**src/rtl/fp_result_pack.sv**
```systemverilog
// Re-encodes FP16 accumulator results to FP8 (E4M3 or E5M2), or passes raw FP16
// through as two bytes, onto a valid/ready byte stream.
module fp_result_pack #(
  parameter logic [7:0] NAN_CANON = 8'h7F
) (
  input  logic        clk,
  input  logic        rst,
  input  logic        in_valid,
  output logic        in_ready,
  input  logic [15:0] in_data,
  input  logic        fmt,
  input  logic        wide,
  output logic        out_valid,
  input  logic        out_ready,
  output logic [7:0]  out_data,
  output logic        out_last
);

  typedef enum logic [1:0] {S_IDLE, S_BYTE, S_HI, S_LO} state_t;

  state_t            r_state;
  logic              r_out_valid;
  logic              r_out_last;
  logic [7:0]        r_out_data;
  logic [7:0]        r_lo;

  logic              w_sign;
  logic [4:0]        w_exp16;
  logic [9:0]        w_man16;
  logic [3:0]        w_lead;
  logic [10:0]       w_sig;
  logic signed [7:0] w_unb;
  logic signed [7:0] w_te;
  logic [4:0]        w_sh;
  logic [31:0]       w_ext;
  logic [5:0]        w_ef;
  logic              w_rnd4;
  logic              w_rnd5;
  logic [8:0]        w_q4;
  logic [7:0]        w_q5;
  logic [7:0]        w_fp8;
  logic              w_accept;
  logic              w_xfer;

  assign w_sign  = in_data[15];
  assign w_exp16 = in_data[14:10];
  assign w_man16 = in_data[9:0];

  always_comb begin
    w_lead = 4'd0;
    for (int i = 0; i < 10; i++) begin
      if (w_man16[i]) w_lead = i[3:0];
    end
    // FP16 subnormals are normalized so the hidden bit always sits at w_sig[10]
    if (w_exp16 == 5'd0) begin
      w_sig = {1'b0, w_man16} << (4'd10 - w_lead);
      w_unb = $signed({4'b0, w_lead}) - 8'sd24;
    end else begin
      w_sig = {1'b1, w_man16};
      w_unb = $signed({3'b0, w_exp16}) - 8'sd15;
    end
    w_te = w_unb + (fmt ? 8'sd7 : 8'sd15);
    w_sh = (w_te > 8'sd0) ? 5'd0 : (5'd1 - w_te[4:0]);
    // 21 zero pad bits absorb the largest denormalizing shift without loss
    w_ext = {w_sig, 21'b0} >> w_sh;
    w_ef  = w_ext[31] ? w_te[5:0] : 6'd0;

    w_rnd4 = w_ext[27] & ((|w_ext[26:0]) | w_ext[28]);
    w_rnd5 = w_ext[28] & ((|w_ext[27:0]) | w_ext[29]);
    // exp and mantissa added as one field so a mantissa carry bumps the exponent
    w_q4 = {w_ef, w_ext[30:28]} + {8'd0, w_rnd4};
    w_q5 = {w_ef, w_ext[30:29]} + {7'd0, w_rnd5};

    if (fmt) begin
      if (w_q4[8:3] >= 6'd15) w_fp8 = {w_sign, 7'h78};
      else                    w_fp8 = {w_sign, w_q4[6:0]};
    end else begin
      if (w_q5[7:2] >= 6'd31) w_fp8 = {w_sign, 7'h7C};
      else                    w_fp8 = {w_sign, w_q5[6:0]};
    end

    if (w_exp16 == 5'h1F) begin
      if (w_man16 != 10'd0) w_fp8 = NAN_CANON;
      else                  w_fp8 = fmt ? {w_sign, 7'h78} : {w_sign, 7'h7C};
    end
  end

  assign in_ready = (r_state == S_IDLE) ||
                    (((r_state == S_BYTE) || (r_state == S_LO)) && out_ready);
  assign w_accept = in_valid && in_ready;
  assign w_xfer   = r_out_valid && out_ready;

  always_ff @(posedge clk) begin
    if (rst) begin
      r_state     <= S_IDLE;
      r_out_valid <= 1'b0;
      r_out_last  <= 1'b0;
      r_out_data  <= 8'd0;
      r_lo        <= 8'd0;
    end else begin
      case (r_state)
        S_HI: begin
          if (w_xfer) begin
            r_state    <= S_LO;
            r_out_data <= r_lo;
            r_out_last <= 1'b1;
          end
        end
        default: begin
          // IDLE, BYTE and LO share the load path; in_ready already gates accept
          if (w_accept) begin
            r_out_valid <= 1'b1;
            if (wide) begin
              r_state    <= S_HI;
              r_out_data <= in_data[15:8];
              r_lo       <= in_data[7:0];
              r_out_last <= 1'b0;
            end else begin
              r_state    <= S_BYTE;
              r_out_data <= w_fp8;
              r_out_last <= 1'b1;
            end
          end else if (w_xfer) begin
            r_state     <= S_IDLE;
            r_out_valid <= 1'b0;
            r_out_last  <= 1'b0;
          end
        end
      endcase
    end
  end

  assign out_valid = r_out_valid;
  assign out_data  = r_out_data;
  assign out_last  = r_out_last;

endmodule

```
**config.mk**
```make
export PLATFORM = sky130hd
export DESIGN_NAME = fp_result_pack
export DESIGN_NICKNAME = d
export VERILOG_FILES = /design/src/rtl/fp_result_pack.sv
export SDC_FILE = /design/constraint.sdc
export NUM_CORES = 1
export LEC_CHECK = 0
export BUFFER_PORTS_ARGS = -buffer_cell sky130_fd_sc_hd__buf_2
export CAP_MARGIN = 20
export CORE_ASPECT_RATIO = 0.6
export CORE_MARGIN = 4
export CORE_UTILIZATION = 44
export DETAILED_ROUTE_END_ITERATION = 7
export GPL_TIMING_DRIVEN = 0
export PLACE_DENSITY = 0.69
export SLEW_MARGIN = 20
export SYNTH_ARGS = -nofsm -noshare
export SYNTH_HDL_FRONTEND = slang
export SYNTH_SLANG_ARGS = --single-unit
```
**constraint.sdc**
```tcl
create_clock -name clk -period 14.5 [get_ports clk]
set_input_delay 1.45 -clock clk [delete_from_list [all_inputs] [get_ports clk]]
set_output_delay 1.45 -clock clk [all_outputs]
set_load 0.05 [all_outputs]
```
==> impl_metrics.json, run 1 <==
{
  "leakage_nw": 1.37,
  "hp-class": "register to register",
  "synth_top_area_share_pct": 11.3,
  "stdcell_count": 611,
  "synth.most_common_cell": "nor2_1",
  "yosysSeqAreaShare_pct": 11.3,
  "hold_viol_final": 0,
  "routedWlPerCell_um": 18.9,
  "p_comb_share_pct": 63.2,
  "ys_warn_count": 0,
  "place_congestion": 1.01,
  "core_area_um2": 7360,
  "port_buffers": 25,
  "area_growth_pct": 9.96,
  "slew_headroom_pct": 31.2,
  "first_global_vias": 3621,
  "num_antenna_cells": 0,
  "hpwl_um": 9040,
  "cts_buffers": 3,
  "wirelength_um": 11500,
  "fin_tns_setup_ns": 0,
  "cts_resized": 0,
  "post_cts_buffers": 0,
  "num_rows": 24,
  "synthesis.nets": 510,
  "initial_core_util_pct": 45.8,
  "ios": 33,
  "drc": 0,
  "worst-path-max-fanout": 10,
  "design_area_um2": 3700,
  "switchingPower_w": 0.000159,
  "synth-seq-cells": 19,
  "synth_enable_flop_cells": 0,
  "clock_latency_ns": 0.25,
  "cts_hold_buf": 0,
  "pwr-share-seq_pct": 19.2,
  "critPathRequiredTime_ns": 14.64,
  "report.final.slew_viol_count": 0,
  "die_w_um": 121,
  "fin_skew_ns": 0.00472,
  "cp-end-kind": "register",
  "syn_avg_cell_area_um2": 7.04,
  "ir_worst_vdd_v": 0.0000657,
  "rr_worst_depth": 8,
  "cts_tree": "done",
  "clk_pin_slew_ns": 0.05,
  "vias_per_cell": 6.77,
  "crit_path_start_kind": "input port",
  "grt_pass1_wl_um": 18100,
  "dr.pass1.iters": 6,
  "ant_nets": 0,
  "grt-ovfl-total": 0,
  "status": "finished, final reports clean",
  "placed_area_um2": 3620,
  "fmax_ghz": 0.130,
  "whs_path_depth": 1,
  "synth_common_cells": "nor2_1 (53), nand2_1 (37), o21ai_0 (28), nand3_1 (24), clkbuf_1 (22)",
  "grt_usage_pct": 24.4,
  "antenna_found_initial": 0,
  "syn-instance-count": 478,
  "h-tree-depth": 1,
  "synth_top_area_cell": "dfxtp_1",
  "ys.flop_type": "dfxtp_1",
  "cts_root_buf": "clkbuf_16",
  "grt_max_degree": 12,
  "drv_cap": 0,
  "finalCritPeriodShare_pct": 53.2,
  "final_layout_size_suffix_gt1_share_pct": 12.6,
  "fin_nets": 540,
  "p_per_area_nw_per_um2": 86.3,
  "setup-violations-final": 0,
  "rsz0062_at_grt": "no",
  "ys_types": 86,
  "cp.arrival_ns": 7.85,
  "vias": 4137,
  "drtIter0Drc": 612,
  "cts_buffer_depth": 2,
  "cts_sinks": 19,
  "fin_crit_ns": 7.72,
  "place_inst": 607,
  "intPower_w": 0.000161,
  "synthesis.area_um2": 3370,
  "die_h_um": 75.8,
  "switching_share_pct": 49.6,
  "path_class": "input port to register",
  "synth.area.top_cells": "dfxtp_1 (11%), nor2_1 (5.9%), mux2i_1 (4.8%)",
  "worstMarginPinSlew_ns": 1.02,
  "dieArea_um2": 9160,
  "async_flop_share_pct": 0,
  "pwr-share-clk_pct": 17.6
}
-- cell usage in the layout, fill, tap and decap left out, drive strengths merged, types with 4 or more instances in the layout --
cell     instances
xnor2           12
buf             31
and2             9
a31oi           15
mux2i           16
nor4b            5
nor2            54
a221oi           4
nor4             6
inv             16
nand4            8
o211ai          11
a211oi          11
a21oi           21
a221o            4
and3            10
o22ai            4
o21ai           38
clkbuf          26
nor3            21
nand2           37
ha              10
or3              6
nand2b           6
dfxtp           19
o21a             5
nor2b            7
o31ai            4
nand3           24
o2111ai          4
a21o             5
-- worst max-delay path, stage by stage --
cell,delay (ns)
buf_2,0.10
clkbuf_1,0.29
nor2b_1,0.28
nor3_1,0.83
nand2_1,0.21
ha_1,0.34
clkbuf_1,0.30
clkbuf_1,0.41
nand2_1,0.11
a211oi_1,0.30
nor3_1,0.10
a2bb2oi_1,0.18
and3_1,0.26
a2111oi_0,0.70
nor2_1,0.27
nor2_1,0.17
ha_1,0.30
nand4_1,0.14
xnor2_1,0.16
nor2_1,0.10
nand4_1,0.15
nor4b_4,0.30
nand3_1,0.13
a32o_1,0.25
-- per-layer routing --
| metal | global-route usage (%) | part of all wire [%] | up-vias |
|---|---|---|---|
| met1 | 36.4 | 45 | 1880 |
| met5 | 0 | 0 | - |
| met3 | 5.86 | 15 | 28 |
| met2 | 35.8 | 39 | 311 |
| li1 | - | - | 1918 |
| met4 | 4.02 | 1.0 | 0 |
-- through the flow --
step	hold slack, ns	util [%]	setup WS (ns)	power [W]
6_report	0.481	50.3	6.78	0.000320
5_1_grt	0.501	50.3	6.41	0.000339
3_5_place_dp	0.466	49.2	6.81	0.000256
3_3_place_gp	0.462	49.2	6.89	0.000254
4_1_cts	0.489	50.3	7.04	0.000314
2_1_floorplan	0.460	-	8.14	0.000211
-- logic make-up after synthesis --
group	after synthesis	share of synthesized area [%]
compound gates	167	37.5
fa+ha+maj	10	3.72
flops	19	11.3
simple gates	205	32.7
mux	18	5.43
buf+inv	45	5.80
xor+xnor	14	3.64
-- registers in the layout, summed over array words and instances (netlist names) --
register,count
r_state,2
out_data,8
out_valid,1
r_lo,8
-- power by group through the flow --
| stage | logic (W) | clock network (W) | registers, W |
|---|---|---|---|
| after floorplan | 0.000136 | 0 | 0.0000747 |
| after global placement | 0.000192 | 0 | 0.0000620 |
| after detailed placement | 0.000194 | 0 | 0.0000621 |
| after CTS | 0.000195 | 0.0000572 | 0.0000612 |
| after global routing | 0.000217 | 0.0000599 | 0.0000618 |
| final | 0.000202 | 0.0000563 | 0.0000613 |
-- cell type report --
cell class,count,area [µm²]
clock inverter,1,5.00
inverter,16,60.1
buffer,29,135
fill,738,3650
clock buffer,3,75.1
multi-input combinational,414,2790
timing repair buffer,25,125
tap,104,130
sequential,19,380
-- final timing paths --
| check | slack, ns | startpoint | to |
|---|---|---|---|
| setup / recovery | 6.78 | in_data[7] | out_data[5]$_SDFFE_PP0P_ |
| setup reg to reg | 12.09 | out_valid$_SDFFE_PP0P_ | out_data[0]$_SDFFE_PP0P_ |
| hold / removal | 0.48 | out_data[3]$_SDFFE_PP0P_ | out_data[3]$_SDFFE_PP0P_ |
| hold reg to reg | 0.48 | out_data[3]$_SDFFE_PP0P_ | out_data[3]$_SDFFE_PP0P_ |
(Power assumes the default switching activity.)
==> run 2, diff against run 1 <==
--- a/config.mk
+++ b/config.mk
@@ -12,7 +12,7 @@
 export CORE_UTILIZATION = 44
 export DETAILED_ROUTE_END_ITERATION = 7
 export GPL_TIMING_DRIVEN = 0
-export PLACE_DENSITY = 0.69
+export PLACE_DENSITY = 0.72
 export SLEW_MARGIN = 20
 export SYNTH_ARGS = -nofsm -noshare
 export SYNTH_HDL_FRONTEND = slang
==> constraint.sdc (replaced) <==
create_clock -name clk -period 7 [get_ports clk]
set_input_delay 0.7 -clock clk [delete_from_list [all_inputs] [get_ports clk]]
set_output_delay 0.7 -clock clk [all_outputs]
set_load 0.05 [all_outputs]
==> impl_metrics.json, run 2 (same netlist as run 1, synthesis figures left out) <==
{
  "initial_core_util_pct": 45.8,
  "fin_ws_ns": 0.407,
  "setup-violations-final": 0,
  "cts_buffer_depth": 2,
  "fin_tns_setup_ns": 0,
  "routedWlPerCell_um": 19.9,
  "pwr-share-clk_pct": 17.6,
  "switching_share_pct": 50.2,
  "hpwl_um": 9540,
  "report.final.slew_viol_count": 0,
  "area_growth_pct": 10.9,
  "cts_root_buf": "clkbuf_16",
  "h-tree-depth": 1,
  "drc": 0,
  "cp-end-kind": "register",
  "worstReg2RegStart": "out_valid$_SDFFE_PP0P_",
  "ant_nets": 0,
  "cts_sinks": 19,
  "dr.pass1.iters": 5,
  "grt_usage_pct": 26.4,
  "crit_path_start_kind": "input port",
  "holdCritStartpoint": "out_data[5]$_SDFFE_PP0P_",
  "port_buffers": 25,
  "fin_crit_ns": 6.59,
  "crit_end": "out_data[5]$_SDFFE_PP0P_",
  "place_inst": 607,
  "die_w_um": 121,
  "grt-ovfl-total": 0,
  "ios": 33,
  "pre_cts_ws_ns": 0.0729,
  "cp.arrival_ns": 6.74,
  "cts_tree": "done",
  "drtIter0Drc": 531,
  "timing.hold.ws_ns": 0.458,
  "final_cell_mix": "nor2_1 (53), nand2_1 (37), o21ai_0 (28)",
  "vias": 4190,
  "rr_worst_depth": 8,
  "core_area_um2": 7360,
  "grt_max_degree": 11,
  "p_comb_share_pct": 63.6,
  "num_antenna_cells": 0,
  "first_global_vias": 3625,
  "stdcell_count": 613,
  "hp-class": "register to register",
  "path_class": "input port to register",
  "wirelength_um": 12200,
  "hold_viol_final": 0,
  "final_layout_size_suffix_gt1_share_pct": 13.4,
  "antenna_found_initial": 0,
  "cts_hold_buf": 0,
  "p_per_area_nw_per_um2": 181,
  "place_congestion": 1.04,
  "drv_cap": 0,
  "cts_buffers": 3,
  "die_h_um": 75.8,
  "placed_area_um2": 3620,
  "leakage_nw": 1.39,
  "dieArea_um2": 9160,
  "r2r_end": "out_data[0]$_SDFFE_PP0P_",
  "worstMarginPinSlew_ns": 0.918,
  "vias_per_cell": 6.84,
  "num_rows": 24,
  "clock_latency_ns": 0.25,
  "ir_worst_vdd_v": 0.000138,
  "critPathRequiredTime_ns": 7.15,
  "worstSetupStartpoint": "in_data[10]",
  "final.fill_count": 754,
  "fin_skew_ns": 0.00110,
  "fin_nets": 542,
  "clk_pin_slew_ns": 0.05,
  "intPower_w": 0.000337,
  "ff2ff_setup_slack_ns": 4.57,
  "grt_pass1_wl_um": 19400,
  "final_common_cell": "nor2_1",
  "worst-path-max-fanout": 10,
  "switchingPower_w": 0.000339,
  "rsz0062_at_grt": "no",
  "slew_headroom_pct": 38.7,
  "fmax_ghz": 0.152,
  "pwr-share-seq_pct": 18.8,
  "finalCritPeriodShare_pct": 94.2,
  "design_area_um2": 3730,
  "status": "finished, final reports clean"
}
-- run 2: changes by cell type in the layout (fill, tap and decap cells not counted) --
| cell | delta |
|---|---|
| nor4b_1 | -1 |
| a2111oi_0 | -1 |
| a2111oi_2 | +1 |
| buf_1 | +1 |
| clkinv_2 | -1 |
| nor4b_2 | +1 |
| buf_4 | +2 |
| nor3_1 | -1 |
| nor3_2 | +1 |
-- run 2: worst max-delay path, stage by stage --
cell and delay (ns):
buf_2 0.14, inv_1 0.11, ha_1 0.20, or4b_4 0.47
buf_6 0.15, clkbuf_1 0.24, buf_1 0.31, nor3_1 0.25
a21oi_1 0.09, ha_1 0.26, o211ai_1 0.18, a31o_2 0.28
mux2_2 0.37, o2111ai_2 0.16, nor3_2 0.11, a311oi_4 0.45
and2_0 0.41, nand3_1 0.17, nor2_1 0.18, ha_1 0.27
nand4_1 0.12, xnor2_1 0.20, nor2_1 0.09, nand4_1 0.13
nor4b_4 0.30, nand3_1 0.15, a32o_1 0.25
-- run 2: power groups by stage --
stage,logic [W],registers [W],clock network [W]
2_1_floorplan,0.000281,0.000155,0
3_3_place_gp,0.000402,0.000129,0
3_5_place_dp,0.000408,0.000128,0
4_1_cts,0.000411,0.000127,0.000120
5_1_grt,0.000460,0.000128,0.000125
6_report,0.000430,0.000127,0.000119
-- run 2: worst min-delay path by stage --
stage / end / depth (start not counted) / slack (ns)
floorplan: r_lo[5]$_SDFFE_PP0P_ / 2 / 0.46
global placement: out_data[5]$_SDFFE_PP0P_ / 1 / 0.46
detailed placement: out_data[5]$_SDFFE_PP0P_ / 1 / 0.45
CTS: out_data[5]$_SDFFE_PP0P_ / 1 / 0.46
global route: out_data[5]$_SDFFE_PP0P_ / 1 / 0.47
finish: out_data[5]$_SDFFE_PP0P_ / 1 / 0.46
-- run 2: timing repair --
| item | in CTS | in global routing |
|---|---|---|
| setup endpoints to repair | 0 | 5 |
| buffers inserted | 0 | 2 |
| resized for setup | 0 | 5 |
-- run 2: area by class of cell --
cell class | instances | area, µm² | share of cell area, %
well taps | 104 | 130 | 3.49
inverters | 16 | 60.1 | 1.61
flip-flops and latches | 19 | 380 | 10.2
clock buffers | 4 | 78.8 | 2.11
repair buffers | 27 | 140 | 3.75
plain buffers | 29 | 135 | 3.62
multi-input cells | 414 | 2810 | 75.2
-- run 2: through the flow --
step           total power, W  utilization, %
6_report             0.000676            50.7
5_1_grt              0.000713            50.7
4_1_cts              0.000657            50.3
3_5_place_dp         0.000536            49.2
3_3_place_gp         0.000531            49.2
2_1_floorplan        0.000436               -
-- run 2: metal layers --
layer | up-vias | GRT usage, % | wire length (µm)
li1 | 1913 | - | -
met1 | 1981 | 40.1 | 5580
met2 | 283 | 36.7 | 4690
met3 | 13 | 8.23 | 1860
met4 | 0 | 4.02 | 87
met5 | - | 0 | 0
==> run 3, diff against run 2 <==
--- a/config.mk
+++ b/config.mk
@@ -9,10 +9,10 @@
 export CAP_MARGIN = 20
 export CORE_ASPECT_RATIO = 0.6
 export CORE_MARGIN = 4
-export CORE_UTILIZATION = 44
+export CORE_UTILIZATION = 30
 export DETAILED_ROUTE_END_ITERATION = 7
 export GPL_TIMING_DRIVEN = 0
-export PLACE_DENSITY = 0.72
+export PLACE_DENSITY = 0.58
 export SLEW_MARGIN = 20
 export SYNTH_ARGS = -nofsm -noshare
 export SYNTH_HDL_FRONTEND = slang
==> constraint.sdc (replaced) <==
create_clock -name clk -period 6.7 [get_ports clk]
set_input_delay 0.67 -clock clk [delete_from_list [all_inputs] [get_ports clk]]
set_output_delay 0.67 -clock clk [all_outputs]
set_load 0.05 [all_outputs]
==> impl_metrics.json, run 3 (same netlist as run 1, synthesis figures left out) <==
{
  "cts_buffer_depth": 2,
  "r2r_end": "out_data[0]$_SDFFE_PP0P_",
  "path_class": "input port to register",
  "critPathRequiredTime_ns": 6.84,
  "antenna_found_initial": 0,
  "ff2ff_setup_slack_ns": 4.33,
  "cts_tree": "done",
  "cp_cell_sequence": "buf_2, clkbuf_1, nor2b_1, nor3_4, nand2_1, ha_1, clkbuf_1, clkbuf_1, nand2_1, a211oi_1, nor3_1, a2bb2oi_1, and3_1, a2111oi_2, nor2_1, nor2_1, ha_1, nand4_1, xnor2_1, nor2_1, nand4_1, nor4b_4, nand3_1, a32o_1",
  "grt_usage_pct": 19.3,
  "crit_end": "out_data[5]$_SDFFE_PP0P_",
  "core_area_um2": 10800,
  "final_common_cell": "nor2_1",
  "pwr-share-clk_pct": 17.3,
  "worst-path-max-fanout": 10,
  "cp_slowest_cell": "a2111oi_2",
  "fin_skew_ns": 0.00379,
  "finalCritPeriodShare_pct": 94.6,
  "whs_path_depth": 1,
  "first_global_vias": 3716,
  "power_w": 0.000712,
  "routedWlPerCell_um": 19.8,
  "hold_viol_final": 0,
  "p_comb_share_pct": 64.1,
  "fmax_ghz": 0.158,
  "die_w_um": 145,
  "final_layout_size_suffix_gt1_share_pct": 14.1,
  "num_antenna_cells": 0,
  "fin_crit_ns": 6.34,
  "worstSetupStartpoint": "in_data[7]",
  "fin_nets": 543,
  "ant_nets": 0,
  "setup-violations-final": 0,
  "vias": 4104,
  "grt_pass1_wl_um": 20700,
  "vias_per_cell": 6.32,
  "final_cell_mix": "nor2_1 (53), nand2_1 (37), o21ai_0 (28)",
  "fin_ws_ns": 0.359,
  "worstMarginPinSlew_ns": 1.10,
  "critical_path_depth": 24,
  "slew_headroom_pct": 25.4,
  "slowest_delay_ns": 0.47,
  "ir_worst_vdd_v": 0.000128,
  "cp_num_buf_inv": 4,
  "report.final.slew_viol_count": 0,
  "dieArea_um2": 13000,
  "initial_core_util_pct": 31.2,
  "crit_path_start_kind": "input port",
  "rsz0062_at_grt": "no",
  "drc": 0,
  "clock_latency_ns": 0.25,
  "clk_pin_slew_ns": 0.05,
  "h-tree-depth": 1,
  "cts_root_buf": "clkbuf_16",
  "switchingPower_w": 0.000358,
  "status": "finished, final reports clean",
  "switching_share_pct": 50.3,
  "cts_hold_buf": 0,
  "port_buffers": 25,
  "cts_buffers": 3,
  "pwr-share-seq_pct": 18.6,
  "dr.pass1.iters": 5,
  "cp-end-kind": "register",
  "rr_worst_depth": 8,
  "drv_cap": 0,
  "num_rows": 29,
  "wirelength_um": 12900,
  "hp-class": "register to register",
  "die_h_um": 90.1,
  "worstReg2RegStart": "out_valid$_SDFFE_PP0P_",
  "grt-ovfl-total": 0,
  "cp.arrival_ns": 6.48,
  "cts_sinks": 19,
  "p_per_area_nw_per_um2": 187,
  "ios": 33,
  "place_congestion": 0.994,
  "area_growth_pct": 13.0,
  "pre_cts_ws_ns": -0.533,
  "hpwl_um": 10200,
  "fin_tns_setup_ns": 0,
  "critPathTopFamily": "simple AND/OR/NAND/NOR gates",
  "intPower_w": 0.000354,
  "leakage_nw": 1.39,
  "drtIter0Drc": 460,
  "grt_max_degree": 11
}
-- run 3: cell count changes in the layout (fill, tap and decap cells not counted), sizes merged --
| cell | delta |
|---|---|
| clkbuf | +1 |
-- run 3: routing by layer --
layer | vias to the layer above | routed length, µm | global-route usage (%)
li1 | 1913 | - | -
met1 | 1949 | 6540 | 33.0
met2 | 233 | 4740 | 24.3
met3 | 9 | 1520 | 3.39
met4 | 0 | 74 | 2.56
met5 | - | 0 | 0
-- run 3: area by class of cell --
cell class              count  area (µm²)
inverters                  16        60.1
flip-flops and latches     19         380
plain buffers              29         136
repair buffers             28         148
multi-input cells         414        2830
well taps                 139         174
fillers                  1157        6970
clock buffers               4        78.8
-- run 3: metrics by stage --
step                utilization, %  cell area [µm²]  hold WS, ns  std cells
floorplan                        -             3370        0.460        478
global placement              34.0             3670        0.468        642
detailed placement            34.0             3670        0.452        642
CTS                           34.8             3750        0.474        646
global route                  35.3             3810        0.495        649
finish                        35.3             3810        0.474        649
-- run 3: power groups by stage --
stage | combinational [W] | clock (W) | sequential [W]
finish | 0.000457 | 0.000123 | 0.000133
global route | 0.000495 | 0.000130 | 0.000134
CTS | 0.000436 | 0.000125 | 0.000133
detailed placement | 0.000433 | 0 | 0.000135
global placement | 0.000433 | 0 | 0.000135
floorplan | 0.000294 | 0 | 0.000162
-- run 3: worst min-delay path by stage --
stage / end / from / slack (ns)
floorplan: r_lo[5]$_SDFFE_PP0P_ / r_lo[5]$_SDFFE_PP0P_ / 0.46
global placement: out_data[5]$_SDFFE_PP0P_ / out_data[5]$_SDFFE_PP0P_ / 0.47
detailed placement: out_data[3]$_SDFFE_PP0P_ / out_data[3]$_SDFFE_PP0P_ / 0.45
CTS: out_data[3]$_SDFFE_PP0P_ / out_data[3]$_SDFFE_PP0P_ / 0.47
global route: out_data[3]$_SDFFE_PP0P_ / out_data[3]$_SDFFE_PP0P_ / 0.50
finish: out_data[3]$_SDFFE_PP0P_ / out_data[3]$_SDFFE_PP0P_ / 0.47
-- run 3: timing repair --
item	in CTS	in global routing
cloned	0	0
endpoints found under the setup margin	5	7
buffers inserted	0	3
resized for setup	1	10
pin swaps	0	2
-- run 3: worst register-to-register path, cell delays in order, from the launching register on --
cell,delay [ns]
dfxtp_1,0.43
nand3_1,0.10
o21a_1,0.11
o21ai_1,0.57
nand2b_1,0.26
nor4_1,0.40
nor2b_1,0.18
a31oi_1,0.08
o22ai_1,0.16
